<file path="src/rtl/memory_arbiter_pkg.sv">
// definitions: shared address/data types plus the arbiter's requester and FSM state enums
package definitions;
  typedef logic [31:0] t_address;
  typedef logic [31:0] t_data;
  typedef enum logic [1:0] {REQ_NONE, REQ_INSTRUCTION, REQ_DATA} t_mem_requester;
  typedef enum logic {S_IDLE, S_WAIT} t_arbiter_state;
endpackage

</file>
<file path="src/rtl/memory_arbiter_grant.sv">
// memory_arbiter_grant: data-priority arbitration with a bounded data streak so fetch cannot starve
//   i_if_req, i_d_req : pending fetch / data requests
//   i_streak          : consecutive data grants while fetch was waiting
//   i_max_streak      : streak length at which a waiting fetch wins
//   o_grant           : requester to accept this cycle
module memory_arbiter_grant
  import definitions::*;
(
  input  logic           i_if_req,
  input  logic           i_d_req,
  input  logic [3:0]     i_streak,
  input  logic [3:0]     i_max_streak,
  output t_mem_requester o_grant
);
  always_comb
    o_grant = (i_d_req && !(i_if_req && i_streak == i_max_streak)) ? REQ_DATA :
              i_if_req ? REQ_INSTRUCTION : REQ_NONE;
endmodule

</file>
<file path="src/rtl/memory_arbiter.sv">
// memory_arbiter: shares one single-port memory between instruction fetch and load/store, one access in flight
//   i_clk, i_rst_n                      : clock, asynchronous active-low reset
//   i_if_req/i_if_address/o_if_ready    : fetch request handshake
//   o_if_rvalid/o_if_rdata              : fetch read response (pulse + held data)
//   i_d_req/i_d_write/i_d_address/i_d_wdata/o_d_ready : data request handshake
//   o_d_rvalid/o_d_rdata                : load read response (pulse + held data)
//   o_mem_*/i_mem_rdata                 : memory port
module memory_arbiter
  import definitions::*;
#(
  parameter int unsigned MEM_LATENCY     = 1,
  parameter int unsigned MAX_DATA_STREAK = 4
) (
  input  logic     i_clk,
  input  logic     i_rst_n,
  input  logic     i_if_req,
  input  t_address i_if_address,
  output logic     o_if_ready,
  output logic     o_if_rvalid,
  output t_data    o_if_rdata,
  input  logic     i_d_req,
  input  logic     i_d_write,
  input  t_address i_d_address,
  input  t_data    i_d_wdata,
  output logic     o_d_ready,
  output logic     o_d_rvalid,
  output t_data    o_d_rdata,
  output logic     o_mem_enable,
  output logic     o_mem_write_enable,
  output t_address o_mem_address,
  output t_data    o_mem_wdata,
  input  t_data    i_mem_rdata
);
  localparam logic [3:0] LATENCY    = 4'(MEM_LATENCY);
  localparam logic [3:0] MAX_STREAK = 4'(MAX_DATA_STREAK);
  t_arbiter_state state, state_next;
  t_mem_requester grant, accept, owner;
  logic [3:0] latency_count, streak;
  logic read_accept, read_done;
  memory_arbiter_grant u_grant (
    .i_if_req     (i_if_req),
    .i_d_req      (i_d_req),
    .i_streak     (streak),
    .i_max_streak (MAX_STREAK),
    .o_grant      (grant)
  );
  // gating with i_rst_n keeps every output low while reset is held
  always_comb begin
    accept      = (state == S_IDLE && i_rst_n) ? grant : REQ_NONE;
    read_accept = accept == REQ_INSTRUCTION || (accept == REQ_DATA && !i_d_write);
    read_done   = state == S_WAIT && latency_count == 4'd1;
    state_next  = read_accept ? S_WAIT : read_done ? S_IDLE : state;
  end
  assign o_if_ready         = accept == REQ_INSTRUCTION;
  assign o_d_ready          = accept == REQ_DATA;
  assign o_mem_enable       = accept != REQ_NONE;
  assign o_mem_write_enable = o_d_ready && i_d_write;
  assign o_mem_address      = o_d_ready ? i_d_address : o_if_ready ? i_if_address : '0;
  assign o_mem_wdata        = o_d_ready ? i_d_wdata : '0;
  always_ff @(posedge i_clk or negedge i_rst_n)
    if (!i_rst_n) state <= S_IDLE;
    else          state <= state_next;
  always_ff @(posedge i_clk or negedge i_rst_n) begin
    if (!i_rst_n) begin
      owner         <= REQ_NONE;
      latency_count <= '0;
      streak        <= '0;
      o_if_rvalid   <= 1'b0;
      o_d_rvalid    <= 1'b0;
      o_if_rdata    <= '0;
      o_d_rdata     <= '0;
    end else begin
      o_if_rvalid <= read_done && owner == REQ_INSTRUCTION;
      o_d_rvalid  <= read_done && owner == REQ_DATA;
      if (read_done && owner == REQ_INSTRUCTION) o_if_rdata <= i_mem_rdata;
      if (read_done && owner == REQ_DATA)        o_d_rdata  <= i_mem_rdata;
      if (read_accept) begin
        owner         <= accept;
        latency_count <= LATENCY;
      end else if (state == S_WAIT) latency_count <= latency_count - 4'd1;
      // streak only advances while fetch is actually waiting
      if (state == S_IDLE)
        streak <= (!i_if_req || o_if_ready) ? '0 :
                  (o_d_ready && streak != MAX_STREAK) ? streak + 4'd1 : streak;
    end
  end
endmodule
</file>
<file path="config.mk">
export PLATFORM = sky130hd
export DESIGN_NAME = memory_arbiter
export DESIGN_NICKNAME = d
export VERILOG_FILES = /design/src/rtl/memory_arbiter_pkg.sv /design/src/rtl/memory_arbiter_grant.sv /design/src/rtl/memory_arbiter.sv
export SDC_FILE = /design/constraint.sdc
export NUM_CORES = 1
export LEC_CHECK = 0
export BUFFER_PORTS_ARGS = -buffer_cell sky130_fd_sc_hd__buf_2
export CAP_MARGIN = 5
export CORE_AREA = 2 2 104 106
export CTS_CLUSTER_DIAMETER = 200
export DETAILED_ROUTE_END_ITERATION = 16
export DIE_AREA = 0 0 106 108
export PLACE_DENSITY_LB_ADDON = 0.05
export SYNTH_ARGS = -nofsm -noshare
export SYNTH_HDL_FRONTEND = slang
export SYNTH_HIERARCHICAL = 1
export SYNTH_SLANG_ARGS = --single-unit
</file>
<file path="constraint.sdc">
create_clock -name i_clk -period 4.6 [get_ports i_clk]
set_clock_uncertainty 0.2 [all_clocks]
set_input_delay 0.69 -clock i_clk [delete_from_list [all_inputs] [get_ports i_clk]]
set_output_delay 0.69 -clock i_clk [all_outputs]
set_load 0.01 [all_outputs]
</file>
* Word level (Yosys, flattened, before mapping)
Cells that the tools add are included.
** Storage, ports and cells
- Flip-flop bits (word level) :: 77
- Bits of input ports :: 133
- Output and inout port bits :: 134
- Word-level logic and storage cells :: 49
** Cells by class
- Add/sub/neg operators :: 2
- Equality and inequality tests :: 7
- Muxes and demuxes :: 12
- Bitwise operators :: 1
- Reductions and logical operators :: 19
** Operators by type and width (number)
- $mux 32 :: 3
- $mux 4 :: 4
- $logic_and 1x1->1 :: 9
- $reduce_bool 2->1 :: 4
- $add 4x1->4 const B :: 1
- $eq 2x1->1 const B :: 2
- $eq 2x2->1 const B :: 2
- $eq 4x1->1 const B :: 1
- $eq 4x3->1 const B :: 1
- $mux 2 :: 2
- $ne 4x3->1 const B :: 1
- $sub 4x1->4 const B :: 1
- $logic_not 1->1 :: 3
- $mux 1 :: 3
- $logic_or 1x1->1 :: 2
- $reduce_and 2->1 :: 1
- $not 1->1 :: 1

* Longest topological paths before layout
Gate-level depths: netlist (run 1).
- Depth after elaboration :: 10
- Gate-level depth with buffers :: 10
- Mapped depth without buffers :: 9

* By module
The synthesis (run 1) kept the hierarchy.
** Modules (own cells, without submodules)
- memory_arbiter :: times used 1, cells each 283, area each 3734.8 um2, seq. area each 1926.8 um2
- memory_arbiter_grant :: times used 1, cells each 8, area each 63.8 um2, seq. area each 0.0 um2

* Worst setup path after synthesis (run 1)
No wires, ideal clock.
- Path type :: flip-flop to output port
- From :: register streak[3]
- To :: output port o_mem_address[24]
- Arrival :: 2107 ps
- Data required time :: 3710 ps
- Setup slack :: 1603 ps
- Stages on the path, launching flop included :: 8
- Path buffers :: 2
- Path through :: dfrtp_1 -> xor2_1 -> nor4_2 -> a21oi_1 -> nor4bb_1 -> clkbuf_1 -> buf_1 -> a22o_1
** On the way
- Longest elaborated chain between the ends :: 9
- Elaborated cells on any way between the ends :: 10
- Those cells by class :: eq/ne: 3; mux: 4; reduce/logical: 3
** Ends and longest elaborated chain
- start, declared :: RTL line memory_arbiter.sv:38 : logic [3:0] latency_count, streak;
- start signal, assigned :: RTL line memory_arbiter.sv:83 : streak <= (!i_if_req || o_if_ready) ? '0 :
- $eq 4x3->1 :: RTL line memory_arbiter_grant.sv:16 : o_grant = (i_d_req && !(i_if_req && i_streak == i_max_streak)) ? REQ_DATA :
- $logic_and 1x1->1 :: RTL line memory_arbiter_grant.sv:16
- $logic_not 1->1 :: RTL line memory_arbiter_grant.sv:16
- $logic_and 1x1->1 :: RTL line memory_arbiter_grant.sv:16
- $mux 2 :: RTL line memory_arbiter_grant.sv:16
- named net grant[1] :: RTL line memory_arbiter.sv:37 : t_mem_requester grant, accept, owner;
- $mux 2 :: RTL line memory_arbiter.sv:49 : accept = (state == S_IDLE && i_rst_n) ? grant : REQ_NONE;
- $eq 2x1->1 :: RTL line memory_arbiter.sv:54 : assign o_if_ready = accept == REQ_INSTRUCTION;
- named net o_if_ready :: RTL line memory_arbiter.sv:18 : output logic o_if_ready,
- $mux 32 (2 in a row) :: RTL line memory_arbiter.sv:58 : assign o_mem_address = o_d_ready ? i_d_address : o_if_ready ? i_if_address : '0;
- end, declared :: RTL line memory_arbiter.sv:30 : output t_address o_mem_address,
The timed path passes the listed nets, and every way through them passes these cells.

* Worst setup path after layout (run 1)
- From :: register streak[0]
- To :: output port o_mem_address[9]
** On the way
- Longest elaborated chain between the ends :: 9
- Elaborated cells on any way between the ends :: 10
- Those cells by class :: eq/ne: 3; mux: 4; reduce/logical: 3
** Ends and longest elaborated chain (RTL line)
- $eq 4x3->1 * :: memory_arbiter_grant.sv:16
- $logic_and 1x1->1 * :: memory_arbiter_grant.sv:16
- $logic_not 1->1 * :: memory_arbiter_grant.sv:16
- $logic_and 1x1->1 * :: memory_arbiter_grant.sv:16
- $mux 2 * :: memory_arbiter_grant.sv:16
- named net grant[1] :: memory_arbiter.sv:37
- $mux 2 * :: memory_arbiter.sv:49
- $eq 2x1->1 :: memory_arbiter.sv:54
- $mux 32 :: memory_arbiter.sv:58
- $mux 32 * :: memory_arbiter.sv:58
The timed path passes the listed nets; every way through them passes the cells marked *.

==> qor.csv, run 1 <==
stage;metric;value;unit
run_status;status;complete, no violations;
clocking;htreeDepth;3;
yosys;synth_seq_area_share;50.72;%
power_and_ir_drop;power_density;559.0;mW/mm²
power_and_ir_drop;switching_share;32.95;%
placement;gp_congestion;0.7689;
timing;hold-worst-slack;0.3026;ns
placement;dpl.hpwl;8318;µm
timing;worst_pin_slew;0.9736;ns
global_routing;gr-total-overflow;0;
placement;portBuffers;266;
global_routing;antenna_found_initial;0;
power_and_ir_drop;p_switching;1.008;mW
hold_path;hold_path_end;o_if_rdata[10];
clocking;clock-sinks;77;
layout;antennaDiodeCount;0;
layout;seqCellArea;0.001927;mm²
global_routing;use_met3;4.882;%
global_routing;grt_max_degree;78;
clocking;cts_tree;yes;
timing;setup_viol;0;
job;maxCapViolCount;0;
worst_setup_path;endpoint_kind;output port;
clocking;cts_setup_buffers;0;
yosys;synth_flop_cell;dfrtp_1;
global_routing;grt_use_met2;35.48;%
drt;drt_iter0_drc;162;
floorplanning;rows;37;
drt;wl_per_cell;15.41;µm
yosys;ys.warnings.count;6;
clocking;cts_buffers;9;
floorplanning;core;0.01023;mm²
floorplanning;die_w;106;µm
timing;fin_tns_setup;0;ns
timing;rsz0062_at_grt;false;
layout;fillCellCount;970;
floorplanning;die_h;108;µm
worst_setup_path;worstSetupStartpointType;flip-flop;
power_and_ir_drop;p_leak;3.074;nW
clocking;hold_buffers;0;
layout;layout_common_cells;265 x buf_2, 77 x dfrtp_1, 36 x mux2_2;
drt;firstDrtPassIters;4;
worst_setup_path;regToRegSetupSlack;1.46;ns
drt;antenna_left;0;
worst_setup_path;cp.arrival;3.17;ns
yosys;synthesis.area;0.003799;mm²
worst_setup_path;crit_fanout;54;
yosys;ys_types;38;
clocking;cts_max_path_buffers;2;
drt;via_per_inst;4.639;
power_and_ir_drop;intPower;2.052;mW
global_routing;grtUsageTotal;18.86;%
power_and_ir_drop;p_clk_share;21.0;%
clocking;clk_latency;0.35;ns
power_and_ir_drop;irDropWorstVdd;0.2751;mV
power_and_ir_drop;pwr-share-seq;38.5;%
drt;vias;3224;
timing;fin_crit;4.060;ns
hold_path;hold_depth;1;
layout;drive_gt1_share;64.04;%
power_and_ir_drop;p_comb_share;40.5;%
drt;route.detailed.drc;0;
yosys;avgSynthCellArea;13.05;µm²
timing;drv_slew;0;
layout;layout_commonest_cell;buf_2;
timing;max_slew_margin;35.10;%
hold_path;hold_path.class;flip-flop to flip-flop;
yosys;synth_edf_count;0;
layout;multi_input_area;0.001720;mm²
clocking;ctsResizeCount;0;
global_routing;grt_pass1_vias;3330;
worst_setup_path;r2r_start;streak[0];
yosys;synth_seq_cells;77;
global_routing;grt_pass1_wl;16830;µm
yosys;async_flop_share;100.0;%
global_routing;met1_usage;20.44;%
hold_path;hold_start;o_if_rdata[10];
clocking;cts-root-buf;clkbuf_8;
yosys;synthCells;291;
drt;routed_wl;10710;µm
global_routing;top_usage_layer;met2;
floorplanning;io_pins;267;
worst_setup_path;worstSetupPathType;flip-flop to output port;
timing;post-route-period-util;88.27;%
timing;finalHoldViolCount;0;
layout;fin_nets;691;
floorplanning;die-area;0.01145;mm²
worst_setup_path;critPathRequiredTime;3.71;ns
floorplanning;start_util;37.13;%
timing;max_freq;246.3;MHz
worst_setup_path;r2r-end;streak[3];
clocking;cts.clk_slew.worst_paths;0.08;ns
layout;area_growth;44.10;%
worst_setup_path;r2r_cells;9;
## cells by family (layout without fill, tap and decap cells)
logic type               Yosys count  count (layout)  share of synthesized area, %
flip-flops                        77              77                         50.72
multiplexers                      66              66                         22.40
AND/OR/NAND/NOR                   58              58                         9.355
AO/OA/AOI/OAI                     45              45                         9.684
buffers and inverters             32             298                         4.710
XOR/XNOR                           7               7                         1.614
adder cells (fa/ha/maj)            4               4                         1.318
other                              2               4                        0.1977
## metrics by stage
| step | utilization [%] | setup slack (ns) | instances | total power, mW | cell area, µm² |
|---|---|---|---|---|---|
| 2_1_floorplan | - | 1.603 | 293 | 1.929 | 3806 |
| 3_3_place_gp | 51.05 | 0.9318 | 679 | 2.420 | 5223 |
| 3_5_place_dp | 51.05 | 0.8519 | 679 | 2.450 | 5223 |
| 4_1_cts | 53.50 | 0.4968 | 695 | 3.103 | 5474 |
| 5_1_grt | 53.50 | 0.2688 | 695 | 3.270 | 5474 |
| 6_report | 53.50 | 0.5396 | 695 | 3.060 | 5474 |
## critical path, stage by stage, from the launching register on
cell,delay [ns]
dfrtp_1,0.45
xor2_1,0.21
nor4_2,0.08
a21oi_1,0.37
inv_1,0.12
or3_1,0.41
inv_2,0.54
buf_4,0.33
a22o_1,0.15
buf_2,0.14
## how the worst max path moves through the flow
stage,startpoint,end,slack (ns),depth (start not counted)
global placement,i_d_req,o_mem_address[7],0.93,9
finish,streak[0],o_mem_address[9],0.54,9
global route,streak[0],o_mem_address[10],0.27,9
detailed placement,i_d_req,o_mem_wdata[31],0.85,9
floorplan,streak[3],o_mem_address[24],1.60,7
CTS,streak[0],o_mem_wdata[31],0.50,9
## registers in the layout, summed over array words and instances, names as in the netlist
register,flops
latency_count,4
state,1
streak,4
o_if_rdata,32
owner,2
o_d_rvalid,1
o_if_rvalid,1
o_d_rdata,32
## power by group through the flow
| stage | registers (mW) | clock network [mW] | logic (mW) |
|---|---|---|---|
| detailed placement | 1.19 | 0 | 1.26 |
| global placement | 1.18 | 0 | 1.24 |
| global route | 1.23 | 0.693 | 1.35 |
| floorplan | 1.32 | 0 | 0.613 |
| CTS | 1.18 | 0.660 | 1.26 |
| finish | 1.18 | 0.643 | 1.24 |
## cell type report
class	instances	area share, %
flip-flops and latches	77	35.20
clock inverters	7	2.331
multi-input cells	184	31.43
repair buffers	269	24.78
clock buffers	9	2.263
well taps	136	3.109
inverters	13	0.8914
## cells in the mapped netlist, types with 2 or more instances
cell	n	area, µm²
a21oi_1	5	25.02
a22o_1	33	289.0
buf_12	3	60.06
and2_1	33	206.5
xnor2_1	2	17.52
mux2_4	29	435.4
nor4_1	2	12.51
inv_1	11	41.29
dfrtp_1	77	1927
conb_1	2	7.510
nor2_1	8	30.03
clkbuf_1	12	45.04
xor2_1	5	43.79
inv_2	2	7.510
o22ai_1	2	12.51
buf_2	2	10.01
nand2_1	3	11.26
nand3_1	2	10.01
mux2_2	36	405.4
ha_1	4	50.05
## routing by layer
metal / up-vias / share of wire (%)
met2: 139 / 54
met4: 0 / 1.9
met3: 15 / 7.2
met1: 1527 / 37
met5: - / 0
li1: 1543 / -
(Power assumes the default switching activity.)
==> run 2: changes to the inputs <==
Settings changed: CORE_AREA 2 2 104 106 to 2 2 103 105, DIE_AREA 0 0 106 108 to 0 0 105 107.
Clock period 4.6 ns to 4 ns, I/O delays scaled along.
==> qor.csv, run 2 (synthesis results as in run 1) <==
stage;metric;value;unit;change
run_status;status;complete, no violations;;unchanged
drt;via_per_inst;4.670;;was 4.639
clocking;htreeDepth;3;;unchanged
layout;layout_commonest_cell;buf_2;;unchanged
job;maxCapViolCount;0;;unchanged
layout;fin_nets;693;;was 691
placement;dpl.hpwl;7845;µm;was 8318 µm
power_and_ir_drop;power_density;618.6;mW/mm²;was 559.0 mW/mm²
layout;final_util;54.02;%;was 53.50%
layout;top_regs;o_d_rdata x32, o_if_rdata x32;;unchanged
global_routing;gr-total-overflow;0;;unchanged
worst_setup_path;critPathRequiredTime;3.20;ns;was 3.71 ns
timing;worst_pin_slew;0.8835;ns;was 0.9736 ns
timing;fin_crit;3.658;ns;
timing;post-route-period-util;91.44;%;
drt;firstDrtPassIters;4;;unchanged
hold_path;hold_path.class;input port to flip-flop;;was flip-flop to flip-flop
worst_setup_path;path_buf_inv;4;;unchanged
drt;drt_iter0_drc;151;;was 162
worst_setup_path;cp.arrival;2.86;ns;was 3.17 ns
drt;vias;3255;;was 3,224
global_routing;grt_pass1_wl;16370;µm;was 16,830 µm
clocking;cts_tree;yes;;unchanged
placement;gp_congestion;0.7828;;was 0.7689
timing;max_slew_margin;41.10;%;was 35.10%
drt;antenna_left;0;;unchanged
timing;setup_viol;0;;unchanged
worst_setup_path;max_stage_delay;0.47;ns;was 0.54 ns
power_and_ir_drop;p_leak;3.061;nW;was 3.074 nW
worst_setup_path;worstPathCellList;xor2_1, nor4_2, a21oi_1, inv_1, or3_1, inv_2, buf_4, and2_1, buf_2;;was xor2_1, nor4_2, a21oi_1, inv_1, or3_1, inv_2, buf_4, a22o_1, buf_2
clocking;cts.clk_slew.worst_paths;0.08;ns;about the same
timing;fin_tns_setup;0;ns;unchanged
layout;antennaDiodeCount;0;;unchanged
global_routing;grt_pass1_vias;3309;;was 3,330
global_routing;grtUsageTotal;18.55;%;was 18.86%
clocking;cts-root-buf;clkbuf_8;;unchanged
global_routing;grt_max_degree;72;;was 78
floorplanning;rows;37;;unchanged
placement;portBuffers;266;;unchanged
drt;route.detailed.drc;0;;unchanged
worst_setup_path;worstSetupStartpointType;flip-flop;;unchanged
floorplanning;die_h;107;µm;was 108 µm
worst_setup_path;crit_fanout;71;;was 54
floorplanning;die-area;0.01124;mm²;was 0.01145 mm²
clocking;cts_max_path_buffers;2;;unchanged
clocking;clock-sinks;77;;unchanged
worst_setup_path;endpoint_kind;output port;;unchanged
global_routing;antenna_found_initial;0;;unchanged
worst_setup_path;regToRegSetupSlack;0.96;ns;was 1.46 ns
worst_setup_path;critPathSlowestCell;buf_4;;was inv_2
clocking;clk_latency;0.34;ns;was 0.35 ns
timing;max_freq;273.4;MHz;
floorplanning;core;0.01009;mm²;was 0.01023 mm²
layout;area_growth;43.51;%;was 44.10%
timing;finalHoldViolCount;0;;unchanged
drt;routed_wl;10370;µm;was 10,710 µm
timing;rsz0062_at_grt;false;;unchanged
clocking;cts_setup_buffers;0;;unchanged
timing;hold-worst-slack;0.2761;ns;was 0.3026 ns
floorplanning;die_w;105;µm;was 106 µm
layout;drive_gt1_share;63.81;%;was 64.04%
floorplanning;io_pins;267;;unchanged
drt;wl_per_cell;14.88;µm;was 15.41 µm
worst_setup_path;worstSetupPathType;flip-flop to output port;;unchanged
power_and_ir_drop;irDropWorstVdd;0.2307;mV;was 0.2751 mV
clocking;cts_buffers;9;;unchanged
timing;drv_slew;0;;unchanged
worst_setup_path;crit_family;buffers and inverters;;unchanged
layout;layout_common_cells;265 x buf_2, 77 x dfrtp_1, 36 x mux2_2;;unchanged
floorplanning;start_util;37.64;%;was 37.13%
[run 2: cell types whose count changed in the layout (fill, tap and decap cells not counted), sizes merged]
cell,delta
dlygate4sd3,+1
bufinv,-2
buf,+1
inv,-4
clkinvlp,+1
clkbuf,+4
clkinv,+1
[run 2: layer usage]
layer	routed length (µm)	vias up	part of all wire, %	GRT usage, %
li1	-	1551	-	-
met1	4229	1547	41	22.42
met2	5308	143	51	32.19
met3	680	14	6.6	4.620
met4	153	0	1.5	6.571
met5	0	-	0	0
[run 2: power breakdown]
part	internal, mW	switching [mW]	total (mW)
Combinational	0.780	0.622	1.40
Clock	0.339	0.269	0.608
Sequential	1.15	0.208	1.36
Total	2.27	1.10	3.37
[run 2: final cells by class]
| type | instances | area (µm²) |
|---|---|---|
| Sequential cell | 77 | 1927 |
| Clock buffer | 13 | 168.9 |
| Multi-Input combinational cell | 184 | 1720 |
| Tap cell | 136 | 170.2 |
| Timing Repair Buffer | 271 | 1374 |
| Fill cell | 961 | 4641 |
| Inverter | 13 | 48.80 |
| Clock inverter | 3 | 42.54 |
[run 2: timing repair]
item                                   CTS  global route
resized for setup                        0             0
endpoints found under the hold margin    6             0
hold buffers                             1             0
[run 2: path summary, 6_finish.rpt]
path / start / to / cells past startpoint
min in group asynchronous: i_rst_n / latency_count[1] / 2
max reg2reg: streak[0] / streak[3] / 10
min: i_d_write / owner[1] / 2
max in group asynchronous: i_rst_n / o_d_rdata[17] / 3
min reg2reg: o_if_rdata[17] / o_if_rdata[17] / 1
max: streak[0] / o_mem_wdata[6] / 9
[run 2: per-stage QoR]
stage          setup WS [ns]  power [mW]  instances  instance area, µm²
2_1_floorplan          1.093       2.218        293                3806
3_3_place_gp          0.7531       2.769        680                5230
3_5_place_dp          0.6743       2.801        680                5230
4_1_cts               0.3036       3.429        697                5451
5_1_grt               0.1113       3.616        697                5451
6_report              0.3425       3.372        697                5451
==> run 3: changes to the inputs <==
Settings changed: CORE_AREA 2 2 103 105 to default, CORE_MARGIN from default to 2, CORE_UTILIZATION from default to 37, DIE_AREA 0 0 105 107 to default.
Clock period 4 ns to 3.2 ns, I/O delays scaled along.
==> qor.csv, run 3 (synthesis results as in run 1) <==
stage;metric;value;unit;change
worst_setup_path;critPathRequiredTime;2.52;ns;was 3.20 ns
power_and_ir_drop;p_switching;1.441;mW;was 1.099 mW
clocking;clk_latency;0.33;ns;was 0.34 ns
floorplanning;die_w;105.3;µm;was 105 µm
floorplanning;start_util;38.51;%;was 37.64%
clocking;htreeDepth;3;;unchanged
layout;drive_gt1_share;65.38;%;was 63.81%
worst_setup_path;worstSetupStartpointType;flip-flop;;unchanged
timing;hold-worst-slack;0.1846;ns;was 0.2761 ns
layout;multi_input_area;0.001745;mm²;was 0.001720 mm²
layout;antennaDiodeCount;0;;unchanged
layout;fillCellCount;887;;was 961
timing;post-route-period-util;97.18;%;
placement;gp_congestion;0.8404;;was 0.7828
layout;fin_nets;704;;was 693
hold_path;hold_path.class;input port to flip-flop;;unchanged
floorplanning;rows;36;;was 37
clocking;cts_tree;yes;;unchanged
floorplanning;die_h;105.3;µm;was 107 µm
drt;vias;3345;;was 3,255
clocking;cts_max_path_buffers;2;;unchanged
global_routing;gr-total-overflow;0;;unchanged
worst_setup_path;regToRegSetupSlack;0.52;ns;was 0.96 ns
power_and_ir_drop;irDropWorstVdd;0.3508;mV;was 0.2307 mV
timing;max_freq;321.6;MHz;
worst_setup_path;endpoint_kind;output port;;unchanged
timing;finalHoldViolCount;0;;unchanged
clocking;cts-root-buf;clkbuf_8;;unchanged
drt;via_per_inst;4.745;;was 4.670
global_routing;grtUsageTotal;19.78;%;was 18.55%
floorplanning;die-area;0.01109;mm²;was 0.01124 mm²
layout;top_regs;o_d_rdata x32, o_if_rdata x32;;unchanged
drt;firstDrtPassIters;5;;was 4
clocking;cts.clk_slew.worst_paths;0.08;ns;about the same
timing;setup_viol;0;;unchanged
timing;max_slew_margin;56.96;%;was 41.10%
floorplanning;core;0.009864;mm²;was 0.01009 mm²
worst_setup_path;worstSetupPathType;flip-flop to output port;;unchanged
layout;seqCellArea;0.001928;mm²;was 0.001927 mm²
power_and_ir_drop;p_clk_share;17.2;%;was 18.0%
global_routing;grt_pass1_vias;3268;;was 3,309
timing;fin_tns_setup;0;ns;unchanged
global_routing;grt_pass1_wl;17260;µm;was 16,370 µm
placement;pre_cts_ws;0.2686;ns;was 0.6743 ns
power_and_ir_drop;p_comb_share;43.0;%;was 41.6%
layout;final_cells;705;;was 697
job;maxCapViolCount;0;;unchanged
placement;dp.cells;679;;was 680
timing;drv_slew;0;;unchanged
drt;antenna_left;0;;unchanged
clocking;cts_buffers;9;;unchanged
worst_setup_path;crit_fanout;19;;was 71
power_and_ir_drop;intPower;2.847;mW;was 2.273 mW
drt;wl_per_cell;16.55;µm;was 14.88 µm
drt;drt_iter0_drc;113;;was 151
layout;layout_common_cells;262 x buf_2, 76 x dfrtp_1, 36 x mux2_2;;was 265 x buf_2, 77 x dfrtp_1, 36 x mux2_2
worst_setup_path;cp.arrival;2.43;ns;was 2.86 ns
placement;portBuffers;266;;unchanged
layout;final_util;57.48;%;was 54.02%
layout;area_growth;49.28;%;was 43.51%
global_routing;antenna_found_initial;0;;unchanged
floorplanning;io_pins;267;;unchanged
placement;dpl.hpwl;8657;µm;was 7845 µm
run_status;status;complete, no violations;;unchanged
power_and_ir_drop;switching_share;33.61;%;was 32.60%
timing;fin_crit;3.110;ns;
timing;worst_pin_slew;0.6456;ns;was 0.8835 ns
drt;route.detailed.drc;0;;unchanged
drt;routed_wl;11670;µm;was 10,370 µm
power_and_ir_drop;p_leak;3.151;nW;was 3.061 nW
timing;rsz0062_at_grt;true;;was false
power_and_ir_drop;power_density;756.2;mW/mm²;was 618.6 mW/mm²
clocking;clock-sinks;77;;unchanged
global_routing;grt_max_degree;52;;was 72
power_and_ir_drop;pwr-share-seq;39.8;%;was 40.4%
layout;layout_commonest_cell;buf_2;;unchanged
timing;finalWorstSetupSlack;0.09010;ns;was 0.3425 ns
run 3: cell types whose count changed in the layout (fill, tap and decap cells not counted), sizes merged:
cell,change
buf,+8
clkinvlp,+1
inv,+1
clkbuf,+1
run 3: power groups by stage:
stage / Combinational (mW) / Clock, mW / Sequential, mW
2_1_floorplan: 0.881 / 0 / 1.89
3_3_place_gp: 1.79 / 0 / 1.70
3_5_place_dp: 1.82 / 0 / 1.72
4_1_cts: 1.82 / 0.765 / 1.71
5_1_grt: 1.99 / 0.818 / 1.77
6_report: 1.84 / 0.736 / 1.71
run 3: metrics by stage:
stage          instance area [µm²]  total power, mW
3_5_place_dp                  5279            3.539
3_3_place_gp                  5279            3.494
5_1_grt                       5670            4.571
6_report                      5670            4.288
2_1_floorplan                 3806            2.773
4_1_cts                       5493            4.296
run 3: what timing repair did:
action	CTS	global route
hold buffers	1	0
pin swaps	0	5
cloned	0	4
gates resized for setup	1	11
endpoints found under the setup margin	65	65
setup buffers	0	5
endpoints found under the hold margin	4	0
run 3: path summary, 6_finish.rpt:
check | start | endpoint | cells after the start
hold reg to reg | o_if_rdata[0] | o_if_rdata[0] | 1
setup reg to reg | streak[1] | streak[3] | 10
hold / removal | i_mem_rdata[12] | o_d_rdata[12] | 2
max in group asynchronous | i_rst_n | o_if_rdata[11] | 3
min in group asynchronous | i_rst_n | streak[2] | 2
setup / recovery | streak[1] | o_mem_address[30] | 9
run 3: final cells by class:
cell class | count | share of cell area (%)
clock buffer | 11 | 2.493
clock inverter | 5 | 1.037
inverter | 13 | 0.8605
multi-input combinational | 184 | 30.78
sequential | 77 | 34.00
tap | 133 | 2.935
timing repair buffer | 282 | 27.89
run 3: metal layers:
layer / wire, µm / global-route usage (%) / up-vias
li1: - / - / 1565
met1: 4544 / 23.37 / 1617
met2: 6193 / 35.44 / 151
met3: 758 / 5.133 / 12
met4: 174 / 5.238 / 0
met5: 0 / 0 / -
run 3: worst max-delay path, stage by stage (launching register included):
cell     delay, ns
dfrtp_1       0.43
xor2_2        0.19
nor4_2        0.08
a21oi_2       0.25
inv_1         0.10
or3_4         0.40
inv_2         0.15
buf_12        0.17
a22o_1        0.17
buf_2         0.15
